===== config.mk =====
export PLATFORM = sky130hd
export DESIGN_NAME = croc_lane_array
export DESIGN_NICKNAME = d
export VERILOG_FILES = /design/src/rtl/croc_pkg.sv /design/src/rtl/croc_lane.sv /design/src/rtl/croc_lane_array.sv
export SDC_FILE = /design/constraint.sdc
export NUM_CORES = 1
export LEC_CHECK = 0
export CORE_AREA = 2 2 129 163
export CTS_CLUSTER_DIAMETER = 30
export DETAILED_ROUTE_END_ITERATION = 6
export DIE_AREA = 0 0 131 165
export PLACE_DENSITY_LB_ADDON = 0.15
export SYNTH_ARGS = -nofsm -noshare
export SYNTH_HDL_FRONTEND = slang
export SYNTH_SLANG_ARGS = --single-unit

===== constraint.sdc =====
create_clock -name clk -period 3.9 [get_ports clk]
set_input_delay 0.585 -clock clk [delete_from_list [all_inputs] [get_ports clk]]
set_output_delay 0.585 -clock clk [all_outputs]
set_load 0.01 [all_outputs]

===== src/rtl/croc_pkg.sv =====
// croc_pkg: shared encodings and helpers for the croc lane array.
//   MODE_WRAP / MODE_BOUNCE : per-lane motion mode encodings (mode_cfg bit)
//   DIR_DOWN / DIR_UP       : croc_dir encodings
//   RAMP_PERIOD / RAMP_MAX  : speed-ramp cadence (ticks) and bonus ceiling,
//                             used only when CROC_SPEED_RAMP_EN is defined
package croc_pkg;

    localparam logic MODE_WRAP   = 1'b0;
    localparam logic MODE_BOUNCE = 1'b1;

    localparam logic DIR_DOWN = 1'b0;
    localparam logic DIR_UP   = 1'b1;

    localparam int RAMP_PERIOD = 16;
    localparam int RAMP_MAX    = 3;

    // Left-edge X coordinate of lane idx.
    function automatic int lane_x(input int idx, input int x0, input int pitch);
        return x0 + idx * pitch;
    endfunction

endpackage


===== src/rtl/croc_lane.sv =====
// croc_lane: one croc lane -- y/dir state, wrap/bounce next-state logic and
// the frog-vs-croc box overlap compare (combinational, on the current y).
// Ports:
//   clk, rst          clock, asynchronous active-high reset
//   i_load            reload y from i_default_y, dir to down
//   i_step            apply one movement step this cycle
//   i_default_y       start Y for reload
//   i_speed           effective speed (pixels per step)
//   i_mode            MODE_WRAP / MODE_BOUNCE
//   i_frog_x/i_frog_y frog box top-left corner
//   o_y, o_dir        current croc top edge and direction
//   o_overlap         frog box overlaps this croc box
module croc_lane
    import croc_pkg::*;
#(
    parameter int POS_W  = 10,
    parameter int SPD_W  = 3,
    parameter int Y_MIN  = 0,
    parameter int Y_MAX  = 479,
    parameter int LX     = 300,
    parameter int CROC_W = 40,
    parameter int CROC_H = 40,
    parameter int FROG_W = 20,
    parameter int FROG_H = 20
) (
    input  logic             clk,
    input  logic             rst,
    input  logic             i_load,
    input  logic             i_step,
    input  logic [POS_W-1:0] i_default_y,
    input  logic [SPD_W-1:0] i_speed,
    input  logic             i_mode,
    input  logic [POS_W-1:0] i_frog_x,
    input  logic [POS_W-1:0] i_frog_y,
    output logic [POS_W-1:0] o_y,
    output logic             o_dir,
    output logic             o_overlap
);

    localparam int SW = POS_W + 1;  // movement sums
    localparam int CW = POS_W + 2;  // overlap compares, no overflow at X/Y edges

    logic [POS_W-1:0] r_y, w_y_nxt;
    logic             r_dir, w_dir_nxt;
    logic [SW-1:0]    w_s, w_sum, w_wrap;

    assign w_s   = SW'(i_speed);
    assign w_sum = SW'(r_y) + w_s;
    // Only used when w_sum > Y_MAX: Y_MIN + (sum - Y_MAX - 1)
    assign w_wrap = w_sum - SW'(Y_MAX + 1 - Y_MIN);

    always_comb begin
        w_y_nxt   = r_y;
        w_dir_nxt = r_dir;
        if (w_s != '0) begin
            if (i_mode == MODE_WRAP) begin
                w_dir_nxt = DIR_DOWN;
                w_y_nxt   = (w_sum > SW'(Y_MAX)) ? w_wrap[POS_W-1:0] : w_sum[POS_W-1:0];
            end else if (r_dir == DIR_DOWN) begin
                if (w_sum >= SW'(Y_MAX)) begin
                    w_y_nxt   = POS_W'(Y_MAX);
                    w_dir_nxt = DIR_UP;
                end else begin
                    w_y_nxt = w_sum[POS_W-1:0];
                end
            end else begin
                if (SW'(r_y) <= SW'(Y_MIN) + w_s) begin
                    w_y_nxt   = POS_W'(Y_MIN);
                    w_dir_nxt = DIR_DOWN;
                end else begin
                    w_y_nxt = r_y - w_s[POS_W-1:0];
                end
            end
        end
    end

    always_ff @(posedge clk or posedge rst) begin
        if (rst) begin
            r_y   <= POS_W'(Y_MIN);
            r_dir <= DIR_DOWN;
        end else if (i_load) begin
            r_y   <= i_default_y;
            r_dir <= DIR_DOWN;
        end else if (i_step) begin
            r_y   <= w_y_nxt;
            r_dir <= w_dir_nxt;
        end
    end

    logic [CW-1:0] w_fx, w_fy, w_cy;
    assign w_fx = CW'(i_frog_x);
    assign w_fy = CW'(i_frog_y);
    assign w_cy = CW'(r_y);

    assign o_overlap = (w_fx < CW'(LX + CROC_W)) && (CW'(LX) < w_fx + CW'(FROG_W)) &&
                       (w_fy < w_cy + CW'(CROC_H)) && (w_cy < w_fy + CW'(FROG_H));

    assign o_y   = r_y;
    assign o_dir = r_dir;

endmodule


===== src/rtl/croc_lane_array.sv =====
// croc_lane_array: NUM_LANES croc lanes stepping on a shared frame tick, with
// sticky frog-vs-croc collision recording.
// Optional feature: define CROC_SPEED_RAMP_EN to add a saturating speed bonus
// (+1 every RAMP_PERIOD ticks, up to RAMP_MAX) to every moving lane.
// Ports:
//   clk, rst          clock, asynchronous active-high reset
//   enable            run (counter advances, collisions checked) / pause
//   load              reload start positions; clears counter, tick and hits
//   default_y         per-lane start Y, lane i at [i*POS_W +: POS_W]
//   speed_cfg         per-lane speed, lane i at [i*SPEED_W +: SPEED_W]
//   mode_cfg          per-lane mode (0 wrap, 1 bounce)
//   frog_x, frog_y    frog box top-left corner
//   croc_y, croc_dir  per-lane croc top edge and direction (0 down, 1 up)
//   tick              one-cycle movement-tick pulse
//   hit, hit_lane     sticky collision flag and per-lane collision record
module croc_lane_array
    import croc_pkg::*;
#(
    parameter int NUM_LANES  = 3,
    parameter int POS_W      = 10,
    parameter int SPEED_W    = 3,
    parameter int TICK_DIV   = 262144,
    parameter int Y_MIN      = 0,
    parameter int Y_MAX      = 479,
    parameter int LANE_X0    = 300,
    parameter int LANE_PITCH = 150,
    parameter int CROC_W     = 40,
    parameter int CROC_H     = 40,
    parameter int FROG_W     = 20,
    parameter int FROG_H     = 20
) (
    input  logic                         clk,
    input  logic                         rst,
    input  logic                         enable,
    input  logic                         load,
    input  logic [NUM_LANES*POS_W-1:0]   default_y,
    input  logic [NUM_LANES*SPEED_W-1:0] speed_cfg,
    input  logic [NUM_LANES-1:0]         mode_cfg,
    input  logic [POS_W-1:0]             frog_x,
    input  logic [POS_W-1:0]             frog_y,
    output logic [NUM_LANES*POS_W-1:0]   croc_y,
    output logic [NUM_LANES-1:0]         croc_dir,
    output logic                         tick,
    output logic                         hit,
    output logic [NUM_LANES-1:0]         hit_lane
);

    localparam int CNT_W = $clog2(TICK_DIV);
`ifdef CROC_SPEED_RAMP_EN
    localparam int ESW = SPEED_W + 2;
`else
    localparam int ESW = SPEED_W;
`endif

    logic [CNT_W-1:0] r_cnt;
    logic             r_tick;
    logic             w_tick_now;  // counter at terminal while running
    logic             w_step;      // lanes move this edge (load suppresses)

    assign w_tick_now = enable && (r_cnt == CNT_W'(TICK_DIV - 1));
    assign w_step     = w_tick_now && !load;

    always_ff @(posedge clk or posedge rst) begin
        if (rst) begin
            r_cnt  <= '0;
            r_tick <= 1'b0;
        end else if (load) begin
            r_cnt  <= '0;
            r_tick <= 1'b0;
        end else begin
            r_tick <= w_tick_now;
            if (w_tick_now)
                r_cnt <= '0;
            else if (enable)
                r_cnt <= r_cnt + 1'b1;
        end
    end

`ifdef CROC_SPEED_RAMP_EN
    logic [3:0] r_ramp_cnt;
    logic [1:0] r_bonus;

    // Bonus updates on the 16th tick, so it applies from the 17th tick on.
    always_ff @(posedge clk or posedge rst) begin
        if (rst) begin
            r_ramp_cnt <= '0;
            r_bonus    <= '0;
        end else if (load) begin
            r_ramp_cnt <= '0;
            r_bonus    <= '0;
        end else if (w_step) begin
            r_ramp_cnt <= r_ramp_cnt + 1'b1;
            if (r_ramp_cnt == 4'(RAMP_PERIOD - 1) && r_bonus != 2'(RAMP_MAX))
                r_bonus <= r_bonus + 1'b1;
        end
    end
`endif

    logic [NUM_LANES-1:0][ESW-1:0] w_eff_spd;
    logic [NUM_LANES-1:0]          w_overlap;

    genvar gi;
    generate
        for (gi = 0; gi < NUM_LANES; gi++) begin : g_lane
            logic [SPEED_W-1:0] w_spd;
            assign w_spd = speed_cfg[gi*SPEED_W +: SPEED_W];
`ifdef CROC_SPEED_RAMP_EN
            // Stationary lanes stay stationary regardless of bonus.
            assign w_eff_spd[gi] = (w_spd == '0) ? '0 : ESW'(w_spd) + ESW'(r_bonus);
`else
            assign w_eff_spd[gi] = w_spd;
`endif
            croc_lane #(
                .POS_W (POS_W),
                .SPD_W (ESW),
                .Y_MIN (Y_MIN),
                .Y_MAX (Y_MAX),
                .LX    (lane_x(gi, LANE_X0, LANE_PITCH)),
                .CROC_W(CROC_W),
                .CROC_H(CROC_H),
                .FROG_W(FROG_W),
                .FROG_H(FROG_H)
            ) u_lane (
                .clk        (clk),
                .rst        (rst),
                .i_load     (load),
                .i_step     (w_step),
                .i_default_y(default_y[gi*POS_W +: POS_W]),
                .i_speed    (w_eff_spd[gi]),
                .i_mode     (mode_cfg[gi]),
                .i_frog_x   (frog_x),
                .i_frog_y   (frog_y),
                .o_y        (croc_y[gi*POS_W +: POS_W]),
                .o_dir      (croc_dir[gi]),
                .o_overlap  (w_overlap[gi])
            );
        end
    endgenerate

    logic                 r_hit;
    logic [NUM_LANES-1:0] r_hit_lane;

    // Overlap uses pre-update positions, so a tick-cycle hit sees the old y.
    always_ff @(posedge clk or posedge rst) begin
        if (rst) begin
            r_hit      <= 1'b0;
            r_hit_lane <= '0;
        end else if (load) begin
            r_hit      <= 1'b0;
            r_hit_lane <= '0;
        end else if (enable) begin
            r_hit      <= r_hit | (|w_overlap);
            r_hit_lane <= r_hit_lane | w_overlap;
        end
    end

    assign tick     = r_tick;
    assign hit      = r_hit;
    assign hit_lane = r_hit_lane;

endmodule


# After elaboration in Yosys (flattened, before gate mapping)
# Index checks and enable logic that the tools add are counted.
# op_classes
bitwise,2
n_lt_le_gt_ge,21
mux,53
n_reduce_logical,25
eq_ne,1
n_addsub,15
# op_table
cell,n
two-way mux 10 bit,24
< comparator 10 x 12 -> 1 bit,6
two-way mux 18 bit,3
adder 10 x 3 -> 11 bit,3
adder 10 x 6 -> 11 bit (second input constant),3
greater-or-equal comparator 11 x 9 -> 1 bit (second input constant),3
> comparator 11 x 9 -> 1 bit (second input constant),3
nonzero test 11 bit,3
<= comparator 10 x 3 -> 1 bit,3
subtractor 10 x 3 -> 10 bit,3
subtractor 10 x 9 -> 10 bit (second input constant),3
< comparator 9 x 12 -> 1 bit (first input constant),2
two-way mux 1 bit,24
adder 10 x 5 -> 11 bit (second input constant),2
< comparator 10 x 9 -> 1 bit (second input constant),2
adder 18 x 1 -> 18 bit (second input constant),1
== test 18 bit (second input constant),1
< comparator 10 x 12 -> 1 bit (first input constant),1
logical AND 1 bit,11
< comparator 10 bit (second input constant),1
nonzero test 2 bit,5
two-way mux 3 bit,2
AND reduction 2 bit,3
OR 3 bit,1
other kinds (4),4
# word_totals
ff_bits,56
out_inout_bits,38

# Longest topological paths before layout
# Gate-level depths: netlist (run 1).
# logic_depth
depth_word,9
ltp_mapped,16

# Cells and area by module
# A second synthesis (run 1) with hierarchy kept.
# unflattened
cells_unflattened,1009
area_unflattened_um2,7993.9
# by_module_without_submodules
mod,area_each_um2,instances,cells_per_inst,seq_area_each_um2
croc_lane (g_lane[1].u_lane),2306.0,1,294,275.3
croc_lane (g_lane[0].u_lane),2290.9,1,302,275.3
croc_lane (g_lane[2].u_lane),2265.9,1,301,275.3
croc_lane_array,1131.1,1,112,575.6

# Worst setup path before layout (run 1)
# No wires, ideal clock.
# synth_timing
path_kind,input to register
from,input speed_cfg[6]
to,register g_lane[2].u_lane.r_y[6]
arrival_ns,3.395
path_stages,14
setup_slack_ns,0.361
cell_sequence,ha_1 -> inv_1 -> fa_1 -> o21ba_4 -> or3_1 -> buf_2 -> xor2_2 -> inv_1 -> ha_1 -> a41o_1 -> o21bai_1 -> a211oi_2 -> nor3_1 -> a31oi_1
# synth_between
elab_chain_len,8
word_cells_on_any_way,17
classes_between,add/sub: 3; order compare: 3; mux: 8; reduce/logical: 3
# synth_rtl
item,line_no,text
start: declaration,croc_lane_array.sv:37,"input logic [NUM_LANES*SPEED_W-1:0] speed_cfg,"
adder 10 x 3 -> 11 bit,croc_lane.sv:48,assign w_sum = SW'(r_y) + w_s;
greater-or-equal comparator 11 x 9 -> 1 bit,croc_lane.sv:60,if (w_sum >= SW'(Y_MAX)) begin
two-way mux 10 bit,croc_lane.sv:60,
two-way mux 10 bit,croc_lane.sv:59,end else if (r_dir == DIR_DOWN) begin
two-way mux 10 bit,croc_lane.sv:56,if (i_mode == MODE_WRAP) begin
two-way mux 10 bit,croc_lane.sv:55,if (w_s != '0) begin
two-way mux 10 bit,croc_lane.sv:84,end else if (i_step) begin
two-way mux 10 bit,croc_lane.sv:81,end else if (i_load) begin
end signal: assignment,croc_lane.sv:79,r_y <= POS_W'(Y_MIN);
end signal: assignment,croc_lane.sv:82,r_y <= i_default_y;
end signal: assignment,croc_lane.sv:85,r_y <= w_y_nxt;
end: declaration,croc_lane.sv:43,"logic [POS_W-1:0] r_y, w_y_nxt;"
# Several ways; a longest one is shown, not always the timed one. The select of a mux whose other input is x is not followed.
# A chain may end at the register's enable or synchronous reset.

# Worst setup path in the final report (run 1)
# layout_timing
from,input speed_cfg[6]
to,register g_lane[2].u_lane.r_y[9]
# The elaborated chain is that of the path after synthesis.

==> results of run 1 <==
-- synthesized netlist by cell type (26+ instances only) --
master,count
nor2_1,93
ha_1,86
clkbuf_1,37
inv_1,68
dfrtp_1,56
nor3_1,26
nand3_1,27
xor2_1,27
xnor2_1,34
a21oi_1,64
o21ai_0,59
nand2_1,85
-- layer usage --
metal	global-route usage (%)	vias up	share of wire, %
met5	0	-	0
met4	6.77	0	2.2
met3	2.92	38	4.8
met2	43.3	227	49
met1	31.6	3940	44
li1	-	4087	-
-- sequential cells by signal (all words and copies together) (netlist names) --
name and flops:
g_lane.u_lane.o_dir 3, r_cnt 18, hit 1, tick 1, hit_lane 3, g_lane.u_lane.o_y 30
-- cell families after synthesis --
| logic type | share of synthesized area, % |
|---|---|
| muxes | 0.553 |
| buffers and inverters | 6.25 |
| DFF | 17.7 |
| adders and majority gates | 15.4 |
| and+or+nand+nor | 22.8 |
| AOI/OAI and AO/OA | 30.2 |
| xor gates and xnor gates | 7.16 |
-- worst paths after layout --
check	startpoint	to	slack [ns]	cells past startpoint
worst max-delay path	speed_cfg[6]	g_lane[2].u_lane.o_y[9]	0.21	14
worst min-delay path	load	hit	0.49	2
worst max register to register	g_lane[2].u_lane.o_y[1]	g_lane[2].u_lane.o_y[9]	0.52	12
worst min register to register	hit_lane[0]	hit_lane[0]	0.50	2
max in group asynchronous	rst	g_lane[2].u_lane.o_y[5]	2.53	3
min in group asynchronous	rst	g_lane[0].u_lane.o_y[9]	0.83	3
-- repair_timing --
item	CTS	global route
endpoints found under the setup margin	0	1
resized for setup	0	1
buffers inserted	0	0
-- final cells by class --
type                    count  area (um2)
clock buffers               5         125
clock inverters             3        27.5
fillers                  2021       10200
inverters                  69         259
multi-input cells         855        6020
flip-flops and latches     56        1400
well taps                 270         338
repair buffers            178        1590
-- worst max-delay path: stages --
cell and delay [ns]:
clkdlybuf4s50_1 0.48, ha_1 0.18, inv_1 0.06, fa_1 0.42, o21ba_4 0.26, or3_1 0.40
xor2_2 0.17, inv_1 0.10, ha_1 0.17, a41oi_1 0.16, o31ai_2 0.40, nand3b_1 0.12
a311o_1 0.31, a21oi_1 0.12
-- stage by stage --
stage	utilization (%)	TNS [ns]	total power [mW]	std cells	hold slack (ns)
after floorplan	-	0	1.79	1034	0.503
after global placement	48.1	-0.0560	2.39	1428	0.485
after detailed placement	48.1	-0.517	2.40	1428	0.493
after CTS	48.9	0	2.93	1436	0.485
after global routing	48.9	0	3.14	1436	0.505
final	48.9	0	2.92	1436	0.489
-- where the power goes --
group	total (mW)	switching [mW]	leakage [nW]	internal, mW
combinational	1.62	0.873	3.26	0.747
clock	0.513	0.267	0.0719	0.246
sequential	0.792	0.163	0.712	0.629
==> results.yml, run 1 <==
status:
  status: "complete, no violations"
clocking:
  root_buffer: "clkbuf_16"
  cts.clk_slew.worst_paths_ns: 0.08
  ctsHoldBuffers: 0
  cts.sinks: 56
  clk_latency_ns: 0.32
  cts_buffers: 5
  clockBufferDepth: 2
  cts_tree: "done"
  htreeDepth: 2
finish:
  synthToLayoutAreaGrowth_pct: 23.3
  design_area_um2: 9760
  antennaDiodeCount: 0
  final_cell_mix: "clkdlybuf4s50_1, nor2_1, ha_1, nand2_1, buf_4"
  nets: 1323
  final_common_cell: "clkdlybuf4s50_1"
  final_layout_size_suffix_gt1_share_pct: 9.95
global_route:
  grt_pass1_vias: 8030
  grt_overflow: 0
  grt_pass1_wl_um: 42200
  groute.usage.overall_pct: 24.7
  antenna_found_initial: 0
  grt_max_degree: 57
sta:
  period_share_pct: 94.5
  worstMarginPinSlew_ns: 0.981
  setup-violations-final: 0
  slew_viol_final: 0
  clock.fmax_mhz: 271
  hold_viol_final: 0
  finalClockSkew_ns: 0.0130
  rsz0062_at_grt: "false"
  slew-limit-headroom_pct: 34.3
  fin_crit_ns: 3.69
  setup_slack_ns: 0.214
synthesis:
  yosysTopAreaCell: "dfrtp_1"
  synth_area_um2: 7910
  async_flop_share_pct: 100
  synth_edf_count: 0
  yosys.cell_types.count: 94
  synth_fp_nets: 1192
  seq_area_frac_synth_pct: 17.7
  syn_inst: 1034
  synth-seq-cells: 56
  yosys_warnings: 0
  synth_area_leaders: "dfrtp_1, ha_1, nor2_1, a21oi_1, nand2_1"
  yosys.area.top_type_share_pct: 17.7
  post_synth.cell_area_avg_um2: 7.65
  synth_flop_cell: "dfrtp_1"
route:
  drtIter0Drc: 573
  wl_per_cell_um: 18.4
  via_per_inst: 5.77
  drc: 0
  wl_um: 26400
  drtPass1Iterations: 5
  ant_nets: 0
  vias: 8292
job:
  maxCapViolCount: 0
setup_path:
  required_ns: 4.14
  critPathArrivalTime_ns: 3.93
  end_kind: "flip-flop"
  start_kind: "input pin"
  path_class: "in -> reg"
  cp_max_fo: 4
place:
  pre_cts_ws_ns: -0.101
  place.detailed.hpwl_um: 20400
  io_buffers: 103
  place_area_um2: 9600
  gp_congestion: 0.918
power:
  peakVddDrop_mv: 0.191
  p_leak_nw: 4.05
  p_per_area_nw_per_um2: 300
min_path:
  holdCritPathClass: "in -> reg"
die:
  rows: 58
  fp.dieH_um: 165
  io_pins: 104
  die_x_um: 131
  core_area_um2: 20000
  dieArea_um2: 21600
  start_util_pct: 39.6
No activity file was read; power rests on OpenSTA's default activity.
==> run 2, diff against run 1 <==
--- a/config.mk
+++ b/config.mk
@@ -6,8 +6,8 @@
 export NUM_CORES = 1
 export LEC_CHECK = 0
-export CORE_AREA = 2 2 129 163
+export CORE_AREA = 2 2 138 174
 export CTS_CLUSTER_DIAMETER = 30
 export DETAILED_ROUTE_END_ITERATION = 6
-export DIE_AREA = 0 0 131 165
+export DIE_AREA = 0 0 140 176
 export PLACE_DENSITY_LB_ADDON = 0.15
 export SYNTH_ARGS = -nofsm -noshare
==> constraint.sdc (replaced) <==
create_clock -name clk -period 3.9 [get_ports clk]
set_input_delay 0.78 -clock clk [delete_from_list [all_inputs] [get_ports clk]]
set_output_delay 0.78 -clock clk [all_outputs]
set_load 0.01 [all_outputs]
==> run 2 against run 1 <==
Net effect:
- the flow now finishes with violations (DRC)
- register-to-register slack better by 0.09 ns
- critical endpoint is now g_lane[2].u_lane.o_y[2]
- utilization down 3.9 points
- clock-buffer cell count unchanged
- maximum frequency down 2.6%
==> results.yml, run 2 (synthesis results as in run 1) <==
clocking:
  cts.clk_slew.worst_paths_ns: 0.09
  clk_latency_ns: 0.32
  ctsHoldBuffers: 0
  cts_buffers: 5
  cts.sinks: 56
  root_buffer: "clkbuf_16"
  htreeDepth: 2
  clockBufferDepth: 2
  cts_tree: "done"
finish:
  antennaDiodeCount: 0
  design_area_um2: 10300
  fillers: 2353
  nets: 1372
  finish.utilization_pct: 44.9
  final_cell_mix: "buf_4, clkdlybuf4s50_1, nor2_1, nand2_1, ha_1"
  final_common_cell: "buf_4"
  largest_reg_flops: 30
  final_layout_size_suffix_gt1_share_pct: 15.5
  synthToLayoutAreaGrowth_pct: 30.0
sta:
  hold_viol_final: 0
  setup-violations-final: 0
  setup_slack_ns: 0.117
  clock.fmax_mhz: 264
  finalClockSkew_ns: 0.0117
  slew-limit-headroom_pct: 31.7
  fin_crit_ns: 3.78
  whs_ns: 0.508
  worstMarginPinSlew_ns: 1.02
  slew_viol_final: 0
  period_share_pct: 97.0
route:
  via_per_inst: 5.62
  vias: 8447
  drtIter0Drc: 471
  wl_per_cell_um: 18.5
  ant_nets: 0
  drc: 9
  wl_um: 27800
  drtPass1Iterations: 7
die:
  die_x_um: 140
  io_pins: 104
  rows: 62
  fp.dieH_um: 176
  core_area_um2: 22900
  dieArea_um2: 24600
  start_util_pct: 34.6
setup_path:
  cpMaxStageDelayCell: "or4_1"
  required_ns: 4.15
  end_kind: "flip-flop"
  critPathArrivalTime_ns: 4.04
  path_class: "in -> reg"
  crit_family: "compound AO/OA/AOI/OAI gates"
  cp.buffers_inverters: 3
  cp_max_fo: 5
  reg2reg_depth: 12
  path_depth: 13
  path_cells: "clkdlybuf4s50_1 -> ha_1 -> inv_1 -> fa_1 -> o21ba_4 -> or4_1 -> o32ai_2 -> a31oi_2 -> o21bai_2 -> a211oi_2 -> nor3_2 -> buf_4 -> a21oi_1"
  start_kind: "input pin"
  cpPeakStageDelay_ns: 0.55
place:
  io_buffers: 103
  gp_congestion: 0.932
  place.detailed.hpwl_um: 21400
  pre_cts_ws_ns: -0.294
  place_area_um2: 9990
power:
  peakVddDrop_mv: 0.197
  clockPowerShare_pct: 17.1
  swShare_pct: 44.3
  finalPower_mw: 3.08
  switchingPower_mw: 1.36
  pwr-share-comb_pct: 57.5
  pwr-share-seq_pct: 25.4
  intPower_mw: 1.71
  p_leak_nw: 4.31
  p_per_area_nw_per_um2: 299
global_route:
  groute.usage.overall_pct: 22.3
  grt_overflow: 0
  grt_pass1_wl_um: 44600
  grt_pass1_vias: 8531
  antenna_found_initial: 0
  grt_max_degree: 58
min_path:
  holdCritPathClass: "reg -> reg"
  whs_path_depth: 2
status:
  violations: "DRC"
  status: "complete, but fails checks"
job:
  maxCapViolCount: 0
## run 2: worst reg2reg max path, delay by kind of cell (launching register included)
| kind | cells | cell delay, ns |
|---|---|---|
| flops | 1 | 0.45 |
| buf+inv | 3 | 0.40 |
| simple gates | 1 | 0.49 |
| fa+ha+maj | 2 | 0.56 |
| compound gates | 6 | 1.30 |
## run 2: power by group through the flow
stage	combinational (mW)	sequential (mW)	clock, mW
after detailed placement	1.71	0.789	0
after global placement	1.71	0.792	0
after floorplan	1.07	0.721	0
after global routing	1.96	0.795	0.561
after CTS	1.72	0.778	0.544
final	1.77	0.781	0.526
## run 2: repair_timing
action                     4_1_cts  5_1_grt
setup endpoints to repair        0       21
setup buffers                    0        1
gates resized for setup          0       29
## run 2: layout make-up
class | instances | area, um2 | share of cell area [%]
tap | 288 | 360 | 3.50
multi-input combinational | 855 | 6160 | 59.8
timing repair buffer | 227 | 1960 | 19.0
sequential | 56 | 1400 | 13.6
clock inverter | 3 | 27.5 | 0.268
inverter | 69 | 259 | 2.52
clock buffer | 5 | 125 | 1.22
## run 2: metrics by stage
stage	cells	TNS [ns]
3_3_place_gp	1494	-3.18
6_report	1503	0
4_1_cts	1502	0
3_5_place_dp	1494	-4.36
5_1_grt	1503	-0.110
2_1_floorplan	1034	0
## run 2: layer usage
layer	part of all wire, %	wire length, um	global-route usage [%]
met2	49	13500	39.1
met4	2.6	725	7.24
met1	45	12500	28.9
met3	3.6	1010	2.28
met5	0	0	0
## run 2: final timing paths
| path | slack, ns | start | to |
|---|---|---|---|
| setup reg to reg | 0.61 | g_lane[0].u_lane.o_y[0] | g_lane[0].u_lane.o_y[0] |
| hold reg to reg | 0.51 | hit_lane[0] | hit_lane[0] |
| min in group asynchronous | 1.03 | rst | g_lane[0].u_lane.o_y[9] |
| setup / recovery | 0.12 | speed_cfg[6] | g_lane[2].u_lane.o_y[2] |
| max in group asynchronous | 2.33 | rst | r_cnt[4] |
| hold / removal | 0.51 | hit_lane[0] | hit_lane[0] |
==> run 3, diff against run 2 <==
Settings changed: CAP_MARGIN from default to 25.
==> results of run 3 <==
No change in the layout: final DEF, timing and power equal those of run 2.
